--- config.mk ---
export PLATFORM = sky130hd
export DESIGN_NAME = button_conditioner
export DESIGN_NICKNAME = d
export VERILOG_FILES = /design/src/rtl/code_pkg.sv /design/src/rtl/debounce_channel.sv /design/src/rtl/button_conditioner.sv
export SDC_FILE = /design/constraint.sdc
export NUM_CORES = 1
export LEC_CHECK = 0
export CAP_MARGIN = 25
export CORE_ASPECT_RATIO = 0.6
export CORE_UTILIZATION = 35
export CTS_CLUSTER_SIZE = 30
export DETAILED_ROUTE_END_ITERATION = 7
export GPL_TIMING_DRIVEN = 0
export PLACE_DENSITY = 0.66
export SLEW_MARGIN = 20
export SYNTH_ARGS = -nofsm -noshare
export SYNTH_HDL_FRONTEND = slang
export SYNTH_SLANG_ARGS = --single-unit
--- constraint.sdc ---
create_clock -name Clk -period 1.53 [get_ports Clk]
set_input_delay 0.153 -clock Clk [delete_from_list [all_inputs] [get_ports Clk]]
set_output_delay 0.153 -clock Clk [all_outputs]
set_load 0.1 [all_outputs]
--- src/rtl/code_pkg.sv ---
// Shared constants for the code-lock front end: channel indices and debounce default.
package code_pkg;

   // Bit positions in the {S,R,G,B} level vector; R/G/B match the detector's colour triplets.
   localparam int unsigned CH_S = 3;
   localparam int unsigned CH_R = 2;
   localparam int unsigned CH_G = 1;
   localparam int unsigned CH_B = 0;

   localparam int unsigned DEBOUNCE_CYCLES_DEFAULT = 4;

   // True when at least two of the three colour bits are set.
   function automatic logic chord_hit(input logic [2:0] hits);
      return (hits[0] & hits[1]) | (hits[0] & hits[2]) | (hits[1] & hits[2]);
   endfunction

endpackage

--- src/rtl/debounce_channel.sv ---
// One button channel: 2-FF synchronizer, hold-time debouncer and registered press pulse.
module debounce_channel
   import code_pkg::*;
#(
   parameter int unsigned DEBOUNCE_CYCLES = DEBOUNCE_CYCLES_DEFAULT
) (
   input  logic clk_i,
   input  logic rst_i,
   input  logic raw_i,
   output logic level_o,
   output logic pulse_o,
   output logic pulse_next_o
);

   localparam int unsigned CNT_W = $clog2(DEBOUNCE_CYCLES + 1);
   localparam logic [CNT_W-1:0] CNT_LAST = CNT_W'(DEBOUNCE_CYCLES - 1);

   logic             sync1_q, sync2_q;
   logic             stable_q, stable_d;
   logic [CNT_W-1:0] cnt_q, cnt_d;
   logic             pulse_q, pulse_d;

   always_comb begin
      stable_d = stable_q;
      cnt_d    = cnt_q;
      pulse_d  = 1'b0;
      if (sync2_q == stable_q) begin
         cnt_d = '0;
      end else if (cnt_q == CNT_LAST) begin
         stable_d = sync2_q;
         cnt_d    = '0;
         pulse_d  = sync2_q;  // only a 0->1 acceptance is a press
      end else begin
         cnt_d = cnt_q + CNT_W'(1);
      end
   end

   always_ff @(posedge clk_i or posedge rst_i) begin
      if (rst_i) begin
         sync1_q  <= 1'b0;
         sync2_q  <= 1'b0;
         stable_q <= 1'b0;
         cnt_q    <= '0;
         pulse_q  <= 1'b0;
      end else begin
         sync1_q  <= raw_i;
         sync2_q  <= sync1_q;
         stable_q <= stable_d;
         cnt_q    <= cnt_d;
         pulse_q  <= pulse_d;
      end
   end

   assign level_o      = stable_q;
   assign pulse_o      = pulse_q;
   assign pulse_next_o = pulse_d;

endmodule

--- src/rtl/button_conditioner.sv ---
// Conditions the four raw lock buttons into clean press pulses and flags chorded colours.
module button_conditioner
   import code_pkg::*;
#(
   parameter int unsigned DEBOUNCE_CYCLES = DEBOUNCE_CYCLES_DEFAULT
) (
   input  logic       Clk,
   input  logic       Rst,
   input  logic       SRaw,
   input  logic       RRaw,
   input  logic       GRaw,
   input  logic       BRaw,
   output logic       S,
   output logic       R,
   output logic       G,
   output logic       B,
   output logic [3:0] Level,
   output logic       ChordErr
);

   logic [3:0] raw_v;
   logic [3:0] level_v;
   logic [3:0] pulse_v;
   logic [3:0] pulse_next_v;
   logic       chord_q, chord_d;

   assign raw_v = {SRaw, RRaw, GRaw, BRaw};

   for (genvar i = 0; i < 4; i++) begin : g_ch
      debounce_channel #(
         .DEBOUNCE_CYCLES(DEBOUNCE_CYCLES)
      ) u_ch (
         .clk_i       (Clk),
         .rst_i       (Rst),
         .raw_i       (raw_v[i]),
         .level_o     (level_v[i]),
         .pulse_o     (pulse_v[i]),
         .pulse_next_o(pulse_next_v[i])
      );
   end

   // Start is deliberately excluded: Start plus one colour is a legal combination.
   always_comb begin
      chord_d = chord_hit({pulse_next_v[CH_R], pulse_next_v[CH_G], pulse_next_v[CH_B]});
   end

   always_ff @(posedge Clk or posedge Rst) begin
      if (Rst) begin
         chord_q <= 1'b0;
      end else begin
         chord_q <= chord_d;
      end
   end

   assign S        = pulse_v[CH_S];
   assign R        = pulse_v[CH_R];
   assign G        = pulse_v[CH_G];
   assign B        = pulse_v[CH_B];
   assign Level    = level_v;
   assign ChordErr = chord_q;

endmodule
[After elaboration in Yosys (flattened, before gate mapping)]
Cells that the tools add are included.
Storage, ports and cells
  register bits after elaboration: 29
  output and inout bits: 9
Cells by class
  $add $sub $neg: 4
  equality and inequality tests: 8
  muxes and demuxes: 16
  bitwise gates (word level): 9
  reduce and logical (&&, ||, !) cells: 4
Operator list (count)
  3-bit 2-to-1 mux: 8
  3-bit by 1-bit adder with 3-bit output (second input constant): 4
  3-bit by 2-bit == test with 1-bit output (second input constant): 4
  1-bit 2-to-1 mux: 8
  2-bit AND reduction: 4
  1-bit == test: 4
  1-bit NOT: 4
  1-bit bitwise AND: 3
  1-bit bitwise OR: 2

[Longest topological paths before layout]
  word-level depth: 6
  gate-level depth with buffers: 3

[By module]
Synthesis repeated with hierarchy kept, for this count alone.
Unflattened totals
  cells, all modules: 67
  area, all modules: 1081.0 sq um
Modules (own cells, without submodules)
  debounce_channel: instances 4, cells an instance 16, area each 260.2 sq um, sequential area each 175.2 sq um
  button_conditioner: instances 1, cells an instance 3, area each 40.0 sq um, sequential area each 25.0 sq um

[Least setup slack after synthesis]
No wires, ideal clock.
  path kind: register to register
  start: register g_ch[2].u_ch.cnt_q[0]
  end: register chord_q, in the netlist ChordErr
  setup time: 126 ps
  arrival time: 1064 ps
  slack: 340 ps
  stages on the path, launching flop included: 4
  path buffers: 0
  period minus slack after synthesis: 1190 ps
  cell sequence: dfrtp_1 > ha_1 > and4bb_1 > maj3_2
Between the ends
  word-level cells in the longest chain between the ends: 6
  elaborated cells on any way between the ends: 7
  those cells by class: 1 x eq/ne; 2 x mux; 4 x bitwise
Ends and longest elaborated chain
  start, declared: line debounce_channel.sv:20  | logic [CNT_W-1:0] cnt_q, cnt_d;
  start signal, assigned: line debounce_channel.sv:49  | cnt_q <= cnt_d;
  3-bit by 2-bit == test with 1-bit output *: line debounce_channel.sv:29  | end else if (cnt_q == CNT_LAST) begin
  1-bit 2-to-1 mux *: line debounce_channel.sv:29
  1-bit 2-to-1 mux *: line debounce_channel.sv:27  | if (sync2_q == stable_q) begin
  named net g_ch[2].u_ch.pulse_next_o: line debounce_channel.sv:12  | output logic pulse_next_o
  1-bit bitwise AND: line code_pkg.sv:14  | return (hits[0] & hits[1]) | (hits[0] & hits[2]) | (hits[1] & hits[2]);
  1-bit bitwise OR: line code_pkg.sv:14
  1-bit bitwise OR *: line code_pkg.sv:14
  named net chord_d: line button_conditioner.sv:25  | logic chord_q, chord_d;
  end signal, assigned: line button_conditioner.sv:51  | chord_q <= chord_d;
  end, declared: line button_conditioner.sv:25
The timed path passes the listed nets; every way through them passes the cells marked *.
A chain may end at the register's enable or synchronous reset.

[Worst setup path in the final report]
  start: register g_ch[2].u_ch.stable_q
  end: output port Level[2]
RTL lines
  start, declared: line debounce_channel.sv:19  | logic stable_q, stable_d;
  start signal, assigned: line debounce_channel.sv:48  | stable_q <= stable_d;
  end, declared: line button_conditioner.sv:17  | output logic [3:0] Level,
No word-level cell between the ends.

==> flow_summary.ini <==
[critical_path]
r2r_end = g_ch[0].u_ch.level_o$_DFFE_PP0P_
setup.worst_path.start_class = register
crit_chain = buf_4 > clkdlybuf4s15_2
required_ps = 1380
reg2reg_slack_ps = 260
crit_arrival_ps = 1340
crit_end = Level[2]
max_stage_delay_ps = 540
rr_startpoint = g_ch[0].u_ch.cnt_q[0]$_DFF_PP0_
reg2reg_depth = 3
crit_path_end_kind = output pin
critPathLaunch = g_ch[2].u_ch.level_o$_DFFE_PP0P_
slowest_stage = clkdlybuf4s15_2
worstSetupPathType = register to output pin
cp_max_fo = 4

[logic_synthesis]
netlist.area_leader.share_pct = 69.21
ys_seq_area_share_pct = 69.21
syn_inst = 67
yosys_warnings = 0
ys_types = 13
ys_ff_latch = 29
netlist.top_cell.by_area = dfrtp_1
synth_area_sq_um = 1049
synth_area_leaders = dfrtp_1 69%, ha_1 4.8%, nor2b_1 4.2%, and4bb_1 3.6%, nor3b_1 3.6%
synth.avg_cell_area_sq_um = 15.65
synth_fp_nets = 77

[finish]
drive_above_1_share_pct = 25.84
nets = 99
fillCellCount = 248
antenna_cells = 0
final_cell_area_sq_um = 1363
syn2layout_area_growth_pct = 29.95

[grt]
grt_max_degree = 18
grt_pass1_wl_um = 2663
overflow = 0
first_global_vias = 618
grt_use_total_pct = 12.46
antenna_found_initial = 0

[floorplan]
rows = 14
initial_core_util_pct = 39.38
core_area_sq_um = 2663
die_x_um = 72.66
io_pins = 15
die_h_um = 44.40
fp.dieArea_sq_um = 3226

[sta]
skew_ps = 6.182
final-hold-violation-count = 0
tightest_slew_ps = 551.3
maxSlewViolCount = 0
tns_ps = 0
period_share_pct = 97.35
setup_viol = 0
fmax_mhz = 671.4
relSlewSlack_pct = 63.21
hold_slack_ps = 230.4
fin_crit_ps = 1489
rsz0062_at_grt = no

[routing]
ant_nets = 0
drtIter0Drc = 3
via_count = 564
routedWlPerCell_um = 11.55
routed_wl_um = 1490
drc = 0
vias_per_cell = 4.372
drtPass1Iterations = 4

[power]
power.leakage_uw = 0.0006353
peakVddDrop_v = 0.0008480
p_per_area_nw_per_um2 = 1929

[clock_network]
clk_pin_slew_ps = 60
clock_sinks = 29
numCtsBuffers = 5
holdBufCountCts = 0
post-cts-setup-buffers = 0
clock_latency_ps = 270
htree_levels = 2
cts_root_buffer = clkbuf_8
cts.path.max_buffers = 2
cts_tree = yes

[placement]
dpl-instance-area_sq_um = 1266
io_buffers = 14
gp_congestion = 0.7601
place_hpwl_um = 1069

[outcome]
status = completed

[hold_path]
min_path_type = primary input to asynchronous set/reset pin

[run]
maxCapViolCount = 0
-- worst max-delay path, delay by kind of cell (launching register included) --
| kind | cells | cell delay [ps] |
|---|---|---|
| flip-flops | 1 | 400 |
| buffers and inverters | 2 | 670 |
-- registers in the layout, summed over array words and instances, names as in the netlist --
signal and cells:
g_ch.u_ch.cnt_q 12, g_ch.u_ch.level_o 4, g_ch.u_ch.sync1_q 4, g_ch.u_ch.sync2_q 4, g_ch.u_ch.pulse_o 4, ChordErr 1
-- layout make-up --
cell class / count / area [sq um] / share of cell area [%]
plain buffers: 4 / 30.03 / 2.204
clock buffers: 7 / 86.33 / 6.336
inverters: 1 / 3.754 / 0.2755
multi-input cells: 33 / 289.0 / 21.21
flip-flops and latches: 29 / 725.7 / 53.26
well taps: 40 / 50.05 / 3.673
repair buffers: 15 / 177.7 / 13.04
-- Yosys cell counts, drive strengths merged --
library cell	count
dfrtp	29
nor2b	7
maj3	1
nor3b	5
xnor2	4
and4bb	3
mux2	4
buf	4
inv	1
and3b	1
nor3	4
ha	4
-- timing repair --
item,in CTS,in global routing
setup endpoints to repair,9,1
resized for setup,27,1
pin swaps,0,0
-- logic make-up (layout without fill, tap and decap cells) --
kind of cell	after synthesis	after routing	share of synthesized area, %
xor+xnor	4	4	3.341
fa+ha+maj	5	5	5.847
buf+inv	5	27	3.222
flops	29	29	69.21
mux	4	4	4.296
simple gates	20	20	14.08
-- report_power, final --
| group | internal [uW] | total (uW) | switching, uW |
|---|---|---|---|
| Combinational | 344 | 992 | 648 |
| Sequential | 926 | 1030 | 106 |
| Clock | 355 | 605 | 250 |
-- layout by cell type (no fill, tap or decap) --
| master | netlist | layout |
|---|---|---|
| dfrtp_1 | 29 | 29 |
| clkdlybuf4s15_2 | 0 | 8 |
| nor2b_1 | 7 | 7 |
| clkbuf_8 | 0 | 6 |
| nor3b_1 | 5 | 5 |
| clkdlybuf4s50_1 | 0 | 5 |
| xnor2_1 | 4 | 4 |
| nor3_1 | 4 | 4 |
| ha_1 | 4 | 4 |
| buf_4 | 4 | 4 |
| and4bb_1 | 3 | 3 |
| mux2_1 | 2 | 2 |
| mux2_2 | 2 | 2 |
| maj3_2 | 1 | 1 |
| and3b_1 | 1 | 1 |
| inv_1 | 1 | 1 |
| clkbuf_1 | 0 | 1 |
| buf_16 | 0 | 1 |
| clkdlybuf4s18_2 | 0 | 1 |
-- per-layer routing --
layer	global-route usage [%]	vias to the layer above	share of wire, %
met5	0	-	0
met4	6.667	0	0.67
met3	8.428	2	6.2
met2	19.44	14	49
met1	12.91	280	44
li1	-	268	-
-- per-stage QoR --
stage               setup WS, ps  cells  util, %  power (uW)
floorplan                  340.2     67        -        1841
global placement          -233.7    121    46.52        2018
detailed placement        -243.4    122    47.56        2056
CTS                        25.52    129    51.22        2670
global route               1.586    129    51.17        2780
finish                     40.54    129    51.17        2629
-- how the worst min path moves through the flow --
stage / end / cells past startpoint / start / slack (ps)
2_1_floorplan: g_ch[0].u_ch.sync1_q$_DFF_PP0_ / 0 / BRaw / 180
3_3_place_gp: g_ch[2].u_ch.sync2_q$_DFF_PP0_ / 0 / g_ch[2].u_ch.sync1_q$_DFF_PP0_ / 330
3_5_place_dp: g_ch[2].u_ch.sync2_q$_DFF_PP0_ / 0 / g_ch[2].u_ch.sync1_q$_DFF_PP0_ / 340
4_1_cts: g_ch[0].u_ch.sync1_q$_DFF_PP0_ / 2 / Rst / 250
5_1_grt: g_ch[1].u_ch.sync1_q$_DFF_PP0_ / 2 / Rst / 290
6_report: g_ch[1].u_ch.sync1_q$_DFF_PP0_ / 2 / Rst / 230
Power figures use the tool's default switching activity.
